### config.mk
export PLATFORM = sky130hd
export DESIGN_NAME = led_sequencer
export DESIGN_NICKNAME = d
export VERILOG_FILES = /design/src/rtl/led_sequencer_pkg.sv /design/src/rtl/led_sequencer_button_toggle.sv /design/src/rtl/led_sequencer.sv
export SDC_FILE = /design/constraint.sdc
export NUM_CORES = 1
export LEC_CHECK = 0
export ABC_AREA = 1
export CORE_MARGIN = 8
export CORE_UTILIZATION = 46
export DETAILED_ROUTE_END_ITERATION = 16
export PLACE_DENSITY = 0.75
export SKIP_CTS_REPAIR_TIMING = 1
export SLEW_MARGIN = 20
export SYNTH_ARGS = -nofsm -noshare
export SYNTH_HDL_FRONTEND = slang
export SYNTH_SLANG_ARGS = --single-unit
### constraint.sdc
create_clock -name clk -period 2.25 [get_ports clk]
set_clock_uncertainty 0.1 [all_clocks]
set_input_delay 0.225 -clock clk [delete_from_list [all_inputs] [get_ports clk]]
set_output_delay 0.225 -clock clk [all_outputs]
set_load 0.05 [all_outputs]
### src/rtl/led_sequencer_pkg.sv
// Shared encodings for the LED pattern sequencer.
package led_sequencer_pkg;

  typedef enum logic [1:0] {
    MODE_BOUNCE = 2'd0,
    MODE_ROT_L  = 2'd1,
    MODE_ROT_R  = 2'd2,
    MODE_BAR    = 2'd3
  } mode_e;

  typedef enum logic {
    DIR_LEFT  = 1'b0,
    DIR_RIGHT = 1'b1
  } dir_e;

  typedef enum logic [2:0] {
    ST_INIT   = 3'd0,
    ST_IDLE   = 3'd1,
    ST_WAIT_W = 3'd2,
    ST_NEXT   = 3'd3,
    ST_DELAY  = 3'd4
  } state_e;

  localparam logic [1:0] AXI_RESP_OKAY = 2'b00;
  localparam logic [3:0] AXI_WSTRB_ALL = 4'hF;

endpackage

### src/rtl/led_sequencer_button_toggle.sv
// Button synchroniser, rising-edge detector and run/pause toggle.
module button_toggle (
  input  logic clk,
  input  logic resetn,
  input  logic button,
  output logic running
);

  logic sync1;
  logic sync2;
  logic sync3;
  logic rise;

  assign rise = sync2 & ~sync3;

  // Two-flop synchroniser, delayed copy for edge detect, and toggle flop.
  always_ff @(posedge clk or negedge resetn) begin
    if (!resetn) begin
      sync1   <= 1'b0;
      sync2   <= 1'b0;
      sync3   <= 1'b0;
      running <= 1'b0;
    end else begin
      sync1 <= button;
      sync2 <= sync1;
      sync3 <= sync2;
      if (rise) running <= ~running;
    end
  end

endmodule

### src/rtl/led_sequencer.sv
// LED pattern sequencer driving an AXI4-Lite LED register, one write in flight.
module led_sequencer
  import led_sequencer_pkg::*;
#(
  parameter int unsigned FREQ_HZ    = 100000000,
  parameter logic [31:0] SLAVE_ADDR = 32'h1000,
  parameter int unsigned NUM_LEDS   = 16,
  parameter int unsigned EYE_WIDTH  = 3,
  parameter int unsigned DELAY_BITS = 10
) (
  input  logic                  clk,
  input  logic                  resetn,
  input  logic                  button,
  input  logic [1:0]            mode,
  input  logic [DELAY_BITS-1:0] ms_delay,
  output logic                  running,
  output logic [NUM_LEDS-1:0]   pattern_out,
  output logic [7:0]            err_count,
  output logic [31:0]           M_AXI_AWADDR,
  output logic [2:0]            M_AXI_AWPROT,
  output logic                  M_AXI_AWVALID,
  input  logic                  M_AXI_AWREADY,
  output logic [31:0]           M_AXI_WDATA,
  output logic [3:0]            M_AXI_WSTRB,
  output logic                  M_AXI_WVALID,
  input  logic                  M_AXI_WREADY,
  input  logic [1:0]            M_AXI_BRESP,
  input  logic                  M_AXI_BVALID,
  output logic                  M_AXI_BREADY,
  output logic [31:0]           M_AXI_ARADDR,
  output logic [2:0]            M_AXI_ARPROT,
  output logic                  M_AXI_ARVALID,
  input  logic                  M_AXI_ARREADY,
  input  logic [31:0]           M_AXI_RDATA,
  input  logic [1:0]            M_AXI_RRESP,
  input  logic                  M_AXI_RVALID,
  output logic                  M_AXI_RREADY
);

  localparam int unsigned CPM   = (FREQ_HZ / 1000 < 1) ? 1 : FREQ_HZ / 1000;
  localparam int unsigned DIV_W = $clog2(CPM + 1);
  localparam logic [DIV_W-1:0]    DIV_LOAD = DIV_W'(CPM - 1);
  localparam logic [NUM_LEDS-1:0] EYE_MASK =
    {{(NUM_LEDS - EYE_WIDTH){1'b0}}, {EYE_WIDTH{1'b1}}};

  state_e                state;
  dir_e                  dir;
  mode_e                 mode_in;
  logic [1:0]            last_mode;
  logic                  init_wr;
  logic [NUM_LEDS-1:0]   pattern;
  logic [DELAY_BITS-1:0] ms_cnt;
  logic [DIV_W-1:0]      div_cnt;

  logic unused_rd;
  assign unused_rd = ^{M_AXI_ARREADY, M_AXI_RDATA, M_AXI_RRESP, M_AXI_RVALID};

  assign mode_in       = mode_e'(mode);
  assign M_AXI_AWPROT  = '0;
  assign M_AXI_ARADDR  = '0;
  assign M_AXI_ARPROT  = '0;
  assign M_AXI_ARVALID = 1'b0;
  assign M_AXI_RREADY  = 1'b0;

  function automatic logic [NUM_LEDS-1:0] start_pat(input mode_e m);
    return (m == MODE_BAR) ? '0 : EYE_MASK;
  endfunction

  button_toggle u_button (
    .clk     (clk),
    .resetn  (resetn),
    .button  (button),
    .running (running)
  );

  // Sequencer FSM with the AXI write handshake folded in; the INIT write
  // returns straight to IDLE so the start pattern is the first one shown.
  always_ff @(posedge clk or negedge resetn) begin
    if (!resetn) begin
      state         <= ST_INIT;
      dir           <= DIR_LEFT;
      last_mode     <= '0;
      init_wr       <= 1'b0;
      pattern       <= '0;
      ms_cnt        <= '0;
      div_cnt       <= '0;
      pattern_out   <= '0;
      err_count     <= '0;
      M_AXI_AWADDR  <= '0;
      M_AXI_AWVALID <= 1'b0;
      M_AXI_WDATA   <= '0;
      M_AXI_WSTRB   <= '0;
      M_AXI_WVALID  <= 1'b0;
      M_AXI_BREADY  <= 1'b0;
    end else begin
      if (M_AXI_AWVALID && M_AXI_AWREADY) M_AXI_AWVALID <= 1'b0;
      if (M_AXI_WVALID && M_AXI_WREADY)   M_AXI_WVALID  <= 1'b0;
      case (state)
        ST_INIT: begin
          M_AXI_AWADDR  <= SLAVE_ADDR;
          M_AXI_AWVALID <= 1'b1;
          M_AXI_WDATA   <= '0;
          M_AXI_WSTRB   <= AXI_WSTRB_ALL;
          M_AXI_WVALID  <= 1'b1;
          M_AXI_BREADY  <= 1'b1;
          pattern       <= start_pat(mode_in);
          last_mode     <= mode;
          dir           <= DIR_LEFT;
          init_wr       <= 1'b1;
          state         <= ST_WAIT_W;
        end
        ST_IDLE: begin
          if (running) begin
            M_AXI_AWADDR  <= SLAVE_ADDR;
            M_AXI_AWVALID <= 1'b1;
            M_AXI_WDATA   <= 32'(pattern);
            M_AXI_WSTRB   <= AXI_WSTRB_ALL;
            M_AXI_WVALID  <= 1'b1;
            M_AXI_BREADY  <= 1'b1;
            state         <= ST_WAIT_W;
          end
        end
        ST_WAIT_W: begin
          if (M_AXI_BVALID && M_AXI_BREADY) begin
            M_AXI_BREADY <= 1'b0;
            pattern_out  <= M_AXI_WDATA[NUM_LEDS-1:0];
            if (M_AXI_BRESP != AXI_RESP_OKAY && err_count != 8'hFF)
              err_count <= err_count + 8'd1;
            if (init_wr) begin
              init_wr <= 1'b0;
              state   <= ST_IDLE;
            end else begin
              state   <= ST_NEXT;
            end
          end
        end
        ST_NEXT: begin
          if (mode != last_mode) begin
            pattern   <= start_pat(mode_in);
            dir       <= DIR_LEFT;
            last_mode <= mode;
          end else begin
            case (mode_in)
              MODE_BOUNCE: begin
                if (dir == DIR_LEFT) begin
                  pattern <= pattern << 1;
                  if (pattern[NUM_LEDS-2]) dir <= DIR_RIGHT;
                end else begin
                  pattern <= pattern >> 1;
                  if (pattern[1]) dir <= DIR_LEFT;
                end
              end
              MODE_ROT_L: pattern <= {pattern[NUM_LEDS-2:0], pattern[NUM_LEDS-1]};
              MODE_ROT_R: pattern <= {pattern[0], pattern[NUM_LEDS-1:1]};
              MODE_BAR:   pattern <= (&pattern) ? '0 : {pattern[NUM_LEDS-2:0], 1'b1};
              default:    pattern <= pattern;
            endcase
          end
          ms_cnt  <= ms_delay;
          div_cnt <= DIV_LOAD;
          state   <= ST_DELAY;
        end
        ST_DELAY: begin
          if (ms_cnt == '0) begin
            state <= ST_IDLE;
          end else if (div_cnt == '0) begin
            div_cnt <= DIV_LOAD;
            ms_cnt  <= ms_cnt - 1'b1;
            if (ms_cnt == DELAY_BITS'(1)) state <= ST_IDLE;
          end else begin
            div_cnt <= div_cnt - 1'b1;
          end
        end
        default: state <= ST_INIT;
      endcase
    end
  end

endmodule
==> results of run 1 <==
final cells by class:
cell class / instances / area (um^2) / share of cell area
Inverter: 86 / 328 / 0.0470
Timing Repair Buffer: 85 / 833 / 0.119
Multi-Input combinational cell: 602 / 2780 / 0.398
Sequential cell: 98 / 2450 / 0.351
Clock inverter: 6 / 136 / 0.0195
Clock buffer: 10 / 229 / 0.0328
Tap cell: 176 / 220 / 0.0316
cells in the mapped netlist, types with 3 or more instances:
cell / number / share of area
o21ai_2: 9 / 0.013
nor2_2: 4 / 0.0041
buf_4: 92 / 0.11
xnor2_1: 4 / 0.0058
nand2_1: 246 / 0.15
nor2_1: 44 / 0.027
nand3_2: 7 / 0.012
buf_2: 8 / 0.0066
clkbuf_1: 9 / 0.0056
o21ai_0: 76 / 0.063
ha_1: 6 / 0.012
xor2_1: 7 / 0.010
nor3_1: 3 / 0.0025
a31oi_1: 4 / 0.0041
inv_2: 4 / 0.0025
nand4_1: 9 / 0.0093
nand3_1: 54 / 0.045
buf_6: 4 / 0.0074
a21oi_1: 18 / 0.015
or2_2: 4 / 0.0041
dfrtp_1: 98 / 0.41
inv_1: 79 / 0.049
o21ai_1: 5 / 0.0041
path summary, 6_finish.rpt:
path                                 from             end
setup / recovery             err_count[6]    err_count[6]
hold / removal                     resetn       ms_cnt[6]
setup reg to reg                ms_cnt[6]       ms_cnt[0]
hold reg to reg            u_button.sync1  u_button.sync2
max in group asynchronous          resetn    err_count[4]
min in group clk                   button  u_button.sync1
sequential cells by signal, indices dropped and copies added (netlist names), 2 cells and up:
name / count
pattern: 16
err_count: 8
state: 3
last_mode: 2
M_AXI_WDATA: 16
div_cnt: 17
ms_cnt: 10
pattern_out: 16
power by group through the flow:
| stage | Clock (uW) | Combinational [uW] | Sequential, uW |
|---|---|---|---|
| 2_1_floorplan | 0 | 2210 | 3270 |
| 4_1_cts | 1930 | 3780 | 2580 |
| 6_report | 1890 | 3760 | 2580 |
| 5_1_grt | 1990 | 4120 | 2640 |
| 3_5_place_dp | 0 | 3760 | 2610 |
| 3_3_place_gp | 0 | 3710 | 2590 |
through the flow:
stage | instance area [um^2] | total power [uW]
finish | 6980 | 8230
global route | 6980 | 8750
CTS | 6970 | 8290
detailed placement | 6600 | 6380
global placement | 6600 | 6300
floorplan | 6370 | 5480
layer usage:
metal / track usage / vias up
met3: 0.0373 / 13
met2: 0.273 / 108
li1: - / 2526
met4: 0.0452 / 0
met5: 0 / -
met1: 0.211 / 2318
kinds of logic after synthesis:
| logic type | Yosys count | share of synthesized area |
|---|---|---|
| compound gates | 118 | 0.107 |
| buf+inv | 200 | 0.189 |
| xor+xnor | 11 | 0.0159 |
| fa+ha+maj | 6 | 0.0124 |
| flops | 98 | 0.405 |
| simple gates | 380 | 0.270 |
| other cells | 1 | 0.000620 |
==> impl_metrics.csv, run 1 <==
group,metric,value,unit
outcome,outcome,"completed",
setup_path,required,1.92,ns
finish,post-route-util,0.536,
yosys,synth_edf_count,0,
finish,antenna_cells,0,
routing,wl_met3,694,um
place,pre_cts_ws,0.258,ns
setup_path,crit_chain,"clkdlybuf4s50_1",
power,p_int,4450,uW
sta,fin_ws,0.306,ns
yosys,syn_area,6050,um^2
routing,dr_wl_met2,6870,um
power,p_comb_frac,0.456,
power,power_switching,3770,uW
place,placed_cells,1046,
power,ir_drop,0.667,mV
sta,slew_headroom,0.411,
routing,drt_wl_total,13700,um
grt,grt_pass1_wl,22600,um
grt,first_global_vias,4701,
finish,final_layout_size_suffix_gt1_frac,0.0789,
grt,track_usage,0.164,
run,drv_cap,0,
setup_path,crit_family,"buffers and inverters",
sta,slew_viol_final,0,
clock_network,clock_latency,0.35,ns
setup_path,path_class,"register to output pin",
finish,final_cell_mix,"nand2_1 (246), dfrtp_1 (98), conb_1 (87)",
yosys,async_flop_share,1.00,
sta,finalSetupViolCount,0,
yosys,synthDistinctLibCells,37,
power,p_leak,0.00341,uW
yosys,synth_area_per_cell,7.43,um^2
min_path,hp-class,"input port to asynchronous set/reset pin",
routing,vias_per_cell,4.67,
grt,grt_overflow,0,
clock_network,cts_tree,"done",
grt,antenna_found_initial,0,
setup_path,cp_num_cells,1,
clock_network,clock-sinks,98,
finish,areaGrowthSynthToFinish,15.3,%
clock_network,root_buffer,"clkbuf_16",
power,seq_power_share,0.314,
place,place_congestion,0.884,
power,p_per_area,1180,nW/um^2
floorplanning,die_h,131,um
clock_network,h-tree-depth,3,
yosys,synth_top_flop_cell,"dfrtp_1",
yosys,syn-instance-count,814,
setup_path,critPathArrivalTime,1.62,ns
routing,drt-met1-wl,6010,um
setup_path,startpoint_type,"register",
clock_network,cts_buffers,9,
clock_network,clkTransAtPathRegs,0.07,ns
yosys,yosys_warnings,0,
routing,vias,4965,
finish,layout_commonest_cell,"nand2_1",
floorplanning,rows,42,
routing,first_iter_violations,388,
routing,drtAntennaViolNets,0,
floorplanning,dieWidth,131,um
routing,dr.max_layer_used,"met4",
sta,max_slew.worst_pin.slew,0.883,ns
routing,wl_per_cell,12.9,um
yosys,ys_seq_area_frac,0.405,
routing,drc,0,
sta,rsz0062_at_grt,"no",
finish,fin_nets,944,
setup_path,critPathMaxFanout,5,
power,p_sw_frac,0.459,
sta,tns,0,ns
setup_path,crit_path_end_kind,"output pin",
floorplanning,dieArea,17100,um^2
floorplanning,ios,192,
routing,dr.pass1.iters,5,
finish,nFillCells,1257,
sta,min_period_over_period,0.864,
sta,finalHoldViolations,0,
floorplanning,start_util,0.464,
sta,fin_crit,1.94,ns
grt,grt_max_degree,59,
setup_path,cp_slowest_cell,"clkdlybuf4s50_1",
setup_path,critPathMaxStageDelay,0.84,ns
clock_network,clockBufferDepth,2,
place,hpwlAfterDp,10100,um
sta,hold_slack,0.189,ns
place,io_buffers,68,
sta,max_freq,514,MHz
setup_path,rr_worst_depth,10,
setup_path,r2r_setup_slack,0.32,ns
finish,stdcell_count,1063,
setup_path,crit_buf_inv,1,
floorplanning,core,13000,um^2
power,p_clk_frac,0.229,
yosys,synth_seq_cells,98,
(Power assumes the default switching activity.)
==> inputs of run 2 (changes only) <==
--- a/config.mk
+++ b/config.mk
@@ -6,11 +6,11 @@
 export NUM_CORES = 1
 export LEC_CHECK = 0
 export ABC_AREA = 1
+export CAP_MARGIN = 30
 export CORE_MARGIN = 8
 export CORE_UTILIZATION = 46
 export DETAILED_ROUTE_END_ITERATION = 16
 export PLACE_DENSITY = 0.75
-export SKIP_CTS_REPAIR_TIMING = 1
 export SLEW_MARGIN = 20
 export SYNTH_ARGS = -nofsm -noshare
 export SYNTH_HDL_FRONTEND = slang
==> results of run 2 <==
The final DEF is identical to that of run 1; final timing and power are the same.
